==> config.mk <==
export PLATFORM = sky130hd
export DESIGN_NAME = fpm_operand_front_end_flat
export DESIGN_NICKNAME = d
export VERILOG_FILES = /design/src/rtl/fpm_operand_front_end_pkg.sv /design/src/rtl/fpm_operand_front_end_if.sv /design/src/rtl/fpm_operand_front_end_field_extract.sv /design/src/rtl/fpm_operand_front_end.sv /design/src/flat_wrapper.sv
export SDC_FILE = /design/constraint.sdc
export NUM_CORES = 1
export LEC_CHECK = 0
export ABC_CLOCK_PERIOD_IN_PS = 1650
export CORE_MARGIN = 1.5
export CORE_UTILIZATION = 40
export CTS_CLUSTER_DIAMETER = 100
export DETAILED_ROUTE_END_ITERATION = 12
export GPL_TIMING_DRIVEN = 0
export PLACE_DENSITY = 0.79
export SKIP_CTS_REPAIR_TIMING = 1
export SLEW_MARGIN = 20
export SYNTH_ARGS = -nofsm -noshare
export SYNTH_HDL_FRONTEND = slang
export SYNTH_SLANG_ARGS = --single-unit
==> constraint.sdc <==
create_clock -name clk -period 1.65 [get_ports clk]
set_clock_uncertainty 0.2 [all_clocks]
set_input_delay 0.4125 -clock clk [delete_from_list [all_inputs] [get_ports clk]]
set_output_delay 0.4125 -clock clk [all_outputs]
set_load 0.01 [all_outputs]
==> src/rtl/fpm_operand_front_end_pkg.sv <==
`default_nettype none
//------------------------------------------------------------------------------
// Module   : fpm_pkg
// Brief    : Shared binary32 field widths, constants and field bundle type.
// Revision : 1.0 - initial release
//------------------------------------------------------------------------------
package fpm_pkg;

  localparam int          EXP_W    = 8;
  localparam int          FRAC_W   = 23;
  localparam int          MAN_W    = 33;
  localparam int          EXP_BIAS = 127;
  localparam logic [7:0]  EXP_MAX  = 8'hFF;

  // Mantissa is zero-extended so the 32x32 multiplier sees a guard bit.
  typedef struct packed {
    logic              sign;
    logic [EXP_W-1:0]  exp;
    logic [MAN_W-1:0]  man;
    logic              zero;
    logic              inf;
    logic              nan;
    logic              sub;
  } fp_fields_t;

endpackage : fpm_pkg
`default_nettype wire

==> src/rtl/fpm_operand_front_end_if.sv <==
`default_nettype none
//------------------------------------------------------------------------------
// Module   : fpm_operand_front_end_if
// Brief    : Operand / decoded-field bundle of the multiplier front end.
//            FPM_FE_VALID_EN adds in_valid/out_valid.
// Revision : 1.0 - initial release
//------------------------------------------------------------------------------
interface fpm_operand_front_end_if;
  import fpm_pkg::*;

  logic [31:0]       a;
  logic [31:0]       b;
  logic [31:0]       a_q;
  logic [31:0]       b_q;
  logic [MAN_W-1:0]  man_a;
  logic [MAN_W-1:0]  man_b;
  logic [EXP_W-1:0]  exp_a;
  logic [EXP_W-1:0]  exp_b;
  logic              sign_a;
  logic              sign_b;
  logic              zero_a;
  logic              zero_b;
  logic              inf_a;
  logic              inf_b;
  logic              nan_a;
  logic              nan_b;
  logic              sub_a;
  logic              sub_b;
`ifdef FPM_FE_VALID_EN
  logic              in_valid;
  logic              out_valid;
`endif

  modport master (
    output a, b,
`ifdef FPM_FE_VALID_EN
    output in_valid,
    input  out_valid,
`endif
    input  a_q, b_q, man_a, man_b, exp_a, exp_b, sign_a, sign_b,
    input  zero_a, zero_b, inf_a, inf_b, nan_a, nan_b, sub_a, sub_b
  );

  modport slave (
    input  a, b,
`ifdef FPM_FE_VALID_EN
    input  in_valid,
    output out_valid,
`endif
    output a_q, b_q, man_a, man_b, exp_a, exp_b, sign_a, sign_b,
    output zero_a, zero_b, inf_a, inf_b, nan_a, nan_b, sub_a, sub_b
  );

endinterface : fpm_operand_front_end_if
`default_nettype wire

==> src/rtl/fpm_operand_front_end_field_extract.sv <==
`default_nettype none
//------------------------------------------------------------------------------
// Module   : fpm_field_extract
// Brief    : Combinational split of a binary32 word into sign, exponent,
//            hidden-bit mantissa and class flags.
// Revision : 1.0 - initial release
//------------------------------------------------------------------------------
module fpm_field_extract
  import fpm_pkg::*;
(
  input  logic [31:0] word,
  output fp_fields_t  fields
);

  logic [EXP_W-1:0]  w_exp;
  logic [FRAC_W-1:0] w_frac;
  logic              w_hidden;
  logic              w_exp_zero;
  logic              w_exp_max;
  logic              w_frac_zero;

  assign w_exp       = word[30:23];
  assign w_frac      = word[22:0];
  // Hidden bit is set for every non-zero exponent, Inf/NaN included.
  assign w_hidden    = |w_exp;
  assign w_exp_zero  = (w_exp == '0);
  assign w_exp_max   = (w_exp == EXP_MAX);
  assign w_frac_zero = (w_frac == '0);

  always_comb begin
    fields      = '0;
    fields.sign = word[31];
    fields.exp  = w_exp;
    fields.man  = {{(MAN_W-FRAC_W-1){1'b0}}, w_hidden, w_frac};
    fields.zero = w_exp_zero &  w_frac_zero;
    fields.sub  = w_exp_zero & ~w_frac_zero;
    fields.inf  = w_exp_max  &  w_frac_zero;
    fields.nan  = w_exp_max  & ~w_frac_zero;
  end

endmodule : fpm_field_extract
`default_nettype wire

==> src/rtl/fpm_operand_front_end.sv <==
`default_nettype none
//------------------------------------------------------------------------------
// Module   : fpm_operand_front_end
// Brief    : Two-stage operand register / field decode front end of the
//            binary32 multiplier. FPM_FE_VALID_EN adds a valid pipe.
// Revision : 1.0 - initial release
//------------------------------------------------------------------------------
module fpm_operand_front_end
  import fpm_pkg::*;
#(
  parameter int EXP_W  = fpm_pkg::EXP_W,
  parameter int FRAC_W = fpm_pkg::FRAC_W,
  parameter int MAN_W  = fpm_pkg::MAN_W
)(
  input  logic                     clk,
  input  logic                     rst,
  fpm_operand_front_end_if.slave   bus
);

  localparam int WORD_W = 1 + EXP_W + FRAC_W;

  logic [WORD_W-1:0] r_a1;
  logic [WORD_W-1:0] r_b1;
  logic [WORD_W-1:0] r_a2;
  logic [WORD_W-1:0] r_b2;
  fp_fields_t        w_fa;
  fp_fields_t        w_fb;
  fp_fields_t        r_fa;
  fp_fields_t        r_fb;
  logic              w_ld1;
  logic              w_ld2;

`ifdef FPM_FE_VALID_EN
  logic r_v1;
  logic r_v2;

  always_ff @(posedge clk) begin
    if (rst) begin
      r_v1 <= 1'b0;
      r_v2 <= 1'b0;
    end else begin
      r_v1 <= bus.in_valid;
      r_v2 <= r_v1;
    end
  end

  // Each stage only advances when the data it would capture is valid.
  assign w_ld1         = bus.in_valid;
  assign w_ld2         = r_v1;
  assign bus.out_valid = r_v2;
`else
  assign w_ld1 = 1'b1;
  assign w_ld2 = 1'b1;
`endif

  always_ff @(posedge clk) begin
    if (rst) begin
      r_a1 <= '0;
      r_b1 <= '0;
    end else if (w_ld1) begin
      r_a1 <= bus.a;
      r_b1 <= bus.b;
    end
  end

  fpm_field_extract u_extract_a (
    .word   (r_a1),
    .fields (w_fa)
  );

  fpm_field_extract u_extract_b (
    .word   (r_b1),
    .fields (w_fb)
  );

  // Flags reset to 0; the flushed zeros decode on the first edge after reset.
  always_ff @(posedge clk) begin
    if (rst) begin
      r_a2 <= '0;
      r_b2 <= '0;
      r_fa <= '0;
      r_fb <= '0;
    end else if (w_ld2) begin
      r_a2 <= r_a1;
      r_b2 <= r_b1;
      r_fa <= w_fa;
      r_fb <= w_fb;
    end
  end

  assign bus.a_q    = r_a2;
  assign bus.b_q    = r_b2;
  assign bus.sign_a = r_fa.sign;
  assign bus.sign_b = r_fb.sign;
  assign bus.exp_a  = r_fa.exp;
  assign bus.exp_b  = r_fb.exp;
  assign bus.man_a  = r_fa.man;
  assign bus.man_b  = r_fb.man;
  assign bus.zero_a = r_fa.zero;
  assign bus.zero_b = r_fb.zero;
  assign bus.inf_a  = r_fa.inf;
  assign bus.inf_b  = r_fb.inf;
  assign bus.nan_a  = r_fa.nan;
  assign bus.nan_b  = r_fb.nan;
  assign bus.sub_a  = r_fa.sub;
  assign bus.sub_b  = r_fb.sub;

endmodule : fpm_operand_front_end
`default_nettype wire

==> src/flat_wrapper.sv <==
// flat-port wrapper written by rule: the top's interface ports become plain ports
module fpm_operand_front_end_flat import fpm_pkg::*;
#(
  parameter int EXP_W  = fpm_pkg::EXP_W,
  parameter int FRAC_W = fpm_pkg::FRAC_W,
  parameter int MAN_W  = fpm_pkg::MAN_W
)
  (clk, rst, bus_a, bus_b, bus_a_q, bus_b_q, bus_man_a, bus_man_b, bus_exp_a, bus_exp_b, bus_sign_a, bus_sign_b, bus_zero_a, bus_zero_b, bus_inf_a, bus_inf_b, bus_nan_a, bus_nan_b, bus_sub_a, bus_sub_b);
  fpm_operand_front_end_if bus_i ();
  input  logic clk;
  input  logic rst;
  input wire logic [$bits(bus_i.a)-1:0] bus_a;
  input wire logic [$bits(bus_i.b)-1:0] bus_b;
  output wire logic [$bits(bus_i.a_q)-1:0] bus_a_q;
  output wire logic [$bits(bus_i.b_q)-1:0] bus_b_q;
  output wire logic [$bits(bus_i.man_a)-1:0] bus_man_a;
  output wire logic [$bits(bus_i.man_b)-1:0] bus_man_b;
  output wire logic [$bits(bus_i.exp_a)-1:0] bus_exp_a;
  output wire logic [$bits(bus_i.exp_b)-1:0] bus_exp_b;
  output wire logic [$bits(bus_i.sign_a)-1:0] bus_sign_a;
  output wire logic [$bits(bus_i.sign_b)-1:0] bus_sign_b;
  output wire logic [$bits(bus_i.zero_a)-1:0] bus_zero_a;
  output wire logic [$bits(bus_i.zero_b)-1:0] bus_zero_b;
  output wire logic [$bits(bus_i.inf_a)-1:0] bus_inf_a;
  output wire logic [$bits(bus_i.inf_b)-1:0] bus_inf_b;
  output wire logic [$bits(bus_i.nan_a)-1:0] bus_nan_a;
  output wire logic [$bits(bus_i.nan_b)-1:0] bus_nan_b;
  output wire logic [$bits(bus_i.sub_a)-1:0] bus_sub_a;
  output wire logic [$bits(bus_i.sub_b)-1:0] bus_sub_b;
  assign bus_i.a = bus_a;
  assign bus_i.b = bus_b;
  assign bus_a_q = bus_i.a_q;
  assign bus_b_q = bus_i.b_q;
  assign bus_man_a = bus_i.man_a;
  assign bus_man_b = bus_i.man_b;
  assign bus_exp_a = bus_i.exp_a;
  assign bus_exp_b = bus_i.exp_b;
  assign bus_sign_a = bus_i.sign_a;
  assign bus_sign_b = bus_i.sign_b;
  assign bus_zero_a = bus_i.zero_a;
  assign bus_zero_b = bus_i.zero_b;
  assign bus_inf_a = bus_i.inf_a;
  assign bus_inf_b = bus_i.inf_b;
  assign bus_nan_a = bus_i.nan_a;
  assign bus_nan_b = bus_i.nan_b;
  assign bus_sub_a = bus_i.sub_a;
  assign bus_sub_b = bus_i.sub_b;
  fpm_operand_front_end #(.EXP_W(EXP_W), .FRAC_W(FRAC_W), .MAN_W(MAN_W)) u_core (.clk(clk), .rst(rst), .bus(bus_i));
endmodule
Word-level counts from Yosys, hierarchy flattened
Cells that the tools add are included.

word-level totals
  bits in registers = 220
  bits of input ports = 66
  output and inout port bits = 156
  logic and storage cells = 38

operators by class
  eq/ne operators = 2
  bitwise operators = 10
  reductions and logical operators = 6

operators with widths
  cell                number
  $logic_not 23->1    2
  $eq 8x8->1 const B  2
  $logic_not 8->1     2
  $reduce_or 8->1     2
  $and 1x1->1         8
  $not 1->1           2

Logic depth before layout (Yosys ltp)
Gate-level depths: netlist of the first run.

  word-level depth = 3
  mapped depth = 3
  gate-level depth less buffers = 3

Cells and area by module
Synthesis of the first run repeated with hierarchy kept, for this count alone.

second synthesis, totals
  cells, all modules = 590
  area total of the unflattened synthesis = 6836.6 um2

by module, submodules not included
  module                 instances  cells each  area each (um2)  sequential area each (um2)
  fpm_operand_front_end  1          464         5925.7           4404.2
  fpm_field_extract      2          63          455.4            0.0

Worst setup path before layout of the first run
Ideal clock, no wire load.

  kind = register to register
  start point = register u_core.r_a1[16]
  end point = register u_core.r_fa, in the netlist u_core.bus.nan_a
  setup time = 0.117 ns
  arrival = 0.864 ns
  required time = 1.333 ns
  slack = 0.469 ns
  cell stages (with the launch flop) = 4
  path buffers = 0
  clock period less this slack = 1.181 ns
  cell sequence = dfxtp_1 nor4_2 and4_2 a21oi_1

on the way
  longest elaborated chain between the ends = 3

ends and longest elaborated chain
  what                      RTL line                                   RTL
  start: declaration        fpm_operand_front_end.sv:22                logic [WORD_W-1:0] r_a1;
  start signal: assignment  fpm_operand_front_end.sv:61                r_a1 <= bus.a;
  $logic_not 23->1          fpm_operand_front_end_field_extract.sv:28  assign w_frac_zero = (w_frac == '0);
  $not 1->1                 fpm_operand_front_end_field_extract.sv:38  fields.nan = w_exp_max & ~w_frac_zero;
  $and 1x1->1               fpm_operand_front_end_field_extract.sv:38
  end signal: assignment    fpm_operand_front_end.sv:86                r_fa <= w_fa;
  end: declaration          fpm_operand_front_end.sv:28                fp_fields_t r_fa;

Every way passes these cells.
A chain may end at the register's enable or synchronous reset.

Worst setup path after layout of the first run
  start point = register u_core.r_fa, in the netlist u_core.bus.exp_a[0]
  end point = output port bus_exp_a[0]

RTL lines
  what              RTL line            RTL
  end: declaration  flat_wrapper.sv:18  output wire logic [$bits(bus_i.exp_a)-1:0] bus_exp_a;

No word-level cell between the ends.

==> run summary, run 1 <==
status: finished, final reports clean
Worst-Skew Late Latency: 0.40 ns
Worst EP required: 1.04 ns
antenna viol nets, final: 0
die height: 110 um
R2R setup slack: 0.17 ns
area post-placement: 6830 um^2
first-pass GRT wire length: 15400 um
Max Cap Viol: 0
worst setup margin: 0.0180 ns
Critical path origin: u_core.bus.exp_a[0]$_SDFF_PP0_
DRT Wirelength: 10900 um
final core utilization: 69.6%
post-synthesis sequential area ratio: 60.6%
critical path class: reg -> out
core area: 11000 um^2
total power: 0.00782 W
post-synthesis register bit count: 138
area added between synthesis and finish: 67.6%
routed vias/inst: 4.23
hpwl dp: 8270 um
worst min path class: reg -> reg
worst-margin pin slew: 0.540 ns
setup violators final: 0
crit path to: bus_exp_a[0]
Worst Setup Start Kind: flip-flop
diode count: 0
GRT Residual Overflow: 0
initial DRC count: 78
number of global-route vias before repair: 3238
reg2reg start: u_core.r_a1[27]$_SDFF_PP0_
design area: 7640 um^2
initial antenna violation count: 0
Hold Fails Final Rpt: 0
die width: 110 um
Mean Syn Cell Area: 11.3 um^2
crit path capture type: output pin
Synth Instances: 405
Yosys top cell area share: 60.6%
DRC viols: 0
I/O Buffers: 203
worst vdd ir: 0.000646 V
P per Cell Area: 1020 nW/um^2
cell depth of the worst flop-to-flop path: 3
Via Count: 3373
max-slew violation count: 0
All-Layer GR Usage: 17.3%
global placer's final weighted congestion: 0.769
dpl ws: -0.362 ns
Root Buffer Master: clkbuf_16
most common library cell in the layout ignoring fill and taps: nor2b_1
TritonCTS Buffers: 17
drt pass-1 iters: 4
most frequent cells in the layout: nor2b_1 (128), dfxtp_1 (125), dlymetal6s2s_1 (124)
fmax: 613 MHz
FF-to-FF End: u_core.bus.sub_a$_SDFF_PP0_
synthesized area: 4560 um^2
H-tree levels: 4
clk buf depth: 2
layout cell share with drive strength beyond 1: 24.4%
CTS tree: yes
Fin Setup TNS: 0 ns
CTS Sinks: 138
LEAKAGE: 5.09 nW
FP Rows: 38
Crit Path Max Fanout: 2
largest net degree at the start of global routing: 17
Yosys cell types: 19
Ports: 222
clk slew on worst S/H paths: 0.06 ns
net count reported at finish: 710
WP data arrival: 1.02 ns
Yosys top cell by area: dfxtp_1
Synth warnings: 0
final period utilization: 98.9%
fin crit period: 1.63 ns
full die area: 12000 um^2
Relative slew margins: 64.0%
synth top area cells: dfxtp_1 (61%), nor2b_1 (18%), buf_4 (14%)
Initial Util: 41.5%
routed len/inst: 13.7 um
kinds of logic after synthesis:
group | after synthesis | synth area share [%]
AND/OR/NAND/NOR | 164 | 23.7
flip-flops | 138 | 60.6
buffers and inverters | 96 | 15.0
AO/OA/AOI/OAI | 6 | 0.659
other | 1 | 0.0822
sequential cells by signal, indices dropped and copies added, names as in the netlist, 7 cells and up:
| signal | cells |
|---|---|
| u_core.bus.exp_a | 7 |
| u_core.r_a1 | 32 |
| u_core.bus.a_q | 24 |
| u_core.bus.b_q | 32 |
| u_core.r_b1 | 32 |
synthesized netlist by cell type:
cell	n
nand3b_1	2
a21oi_1	6
conb_1	1
buf_4	82
nand2_1	2
nor4_1	8
and4_2	2
buf_2	11
and4_1	2
and3_1	2
nor4_2	4
and2_1	2
dfxtp_1	138
nand4_1	2
nand3_1	2
clkbuf_1	3
nor3_1	6
nor2b_1	128
nor4_4	2
stage by stage:
step,instances,hold WS (ns)
after global routing,797,0.267
after detailed placement,765,0.237
after floorplan,422,0.214
final,797,0.245
after CTS,797,0.251
after global placement,765,0.241
area by class of cell:
cell class / count / area, um^2
Clock buffer: 19 / 443
Buffer: 96 / 683
Fill cell: 806 / 3340
Clock inverter: 13 / 110
Timing Repair Buffer: 203 / 2270
Tap cell: 140 / 175
Sequential cell: 138 / 2780
Multi-Input combinational cell: 188 / 1180
power by group:
| part | internal, W | switching [W] | leakage [nW] |
|---|---|---|---|
| Clock | 0.00200 | 0.00146 | 0.256 |
| Combinational | 0.000502 | 0.000284 | 3.69 |
| Sequential | 0.00349 | 0.0000876 | 1.15 |
metal layers:
metal / vias up / wire length (um) / global-route usage (%) / part of all wire (%)
met5: - / 0 / 0 / 0
met4: 0 / 244 / 8.53 / 2.2
met3: 14 / 801 / 5.28 / 7.3
met2: 138 / 5910 / 31.6 / 54
met1: 1560 / 3970 / 17.7 / 36
li1: 1661 / - / - / -
worst min-delay path by stage:
stage | startpoint | to | slack, ns | cells after the start
after global placement | u_core.r_b1[31]$_SDFF_PP0_ | u_core.bus.b_q[31]$_SDFF_PP0_ | 0.24 | 1
final | u_core.r_a1[31]$_SDFF_PP0_ | u_core.bus.sign_a$_SDFF_PP0_ | 0.24 | 1
after CTS | u_core.r_a1[31]$_SDFF_PP0_ | u_core.bus.sign_a$_SDFF_PP0_ | 0.25 | 1
after detailed placement | u_core.r_a1[31]$_SDFF_PP0_ | u_core.bus.sign_a$_SDFF_PP0_ | 0.24 | 1
after global routing | u_core.r_b1[31]$_SDFF_PP0_ | u_core.bus.b_q[31]$_SDFF_PP0_ | 0.27 | 1
after floorplan | u_core.r_b1[31]$_SDFF_PP0_ | u_core.bus.b_q[31]$_SDFF_PP0_ | 0.21 | 1
critical path, cell delays in order, from the launching register on:
cell	delay (ns)
dfxtp_1	0.35
buf_4	0.12
dlymetal6s2s_1	0.16
No activity file was read; power rests on OpenSTA's default activity.
==> run 2, diff against run 1 <==
--- a/config.mk
+++ b/config.mk
@@ -13,7 +13,6 @@
 export GPL_TIMING_DRIVEN = 0
 export PLACE_DENSITY = 0.79
 export SKIP_CTS_REPAIR_TIMING = 1
-export SLEW_MARGIN = 20
 export SYNTH_ARGS = -nofsm -noshare
 export SYNTH_HDL_FRONTEND = slang
 export SYNTH_SLANG_ARGS = --single-unit
==> results of run 2 <==
Final layout, timing and power as in run 1 (identical DEF).
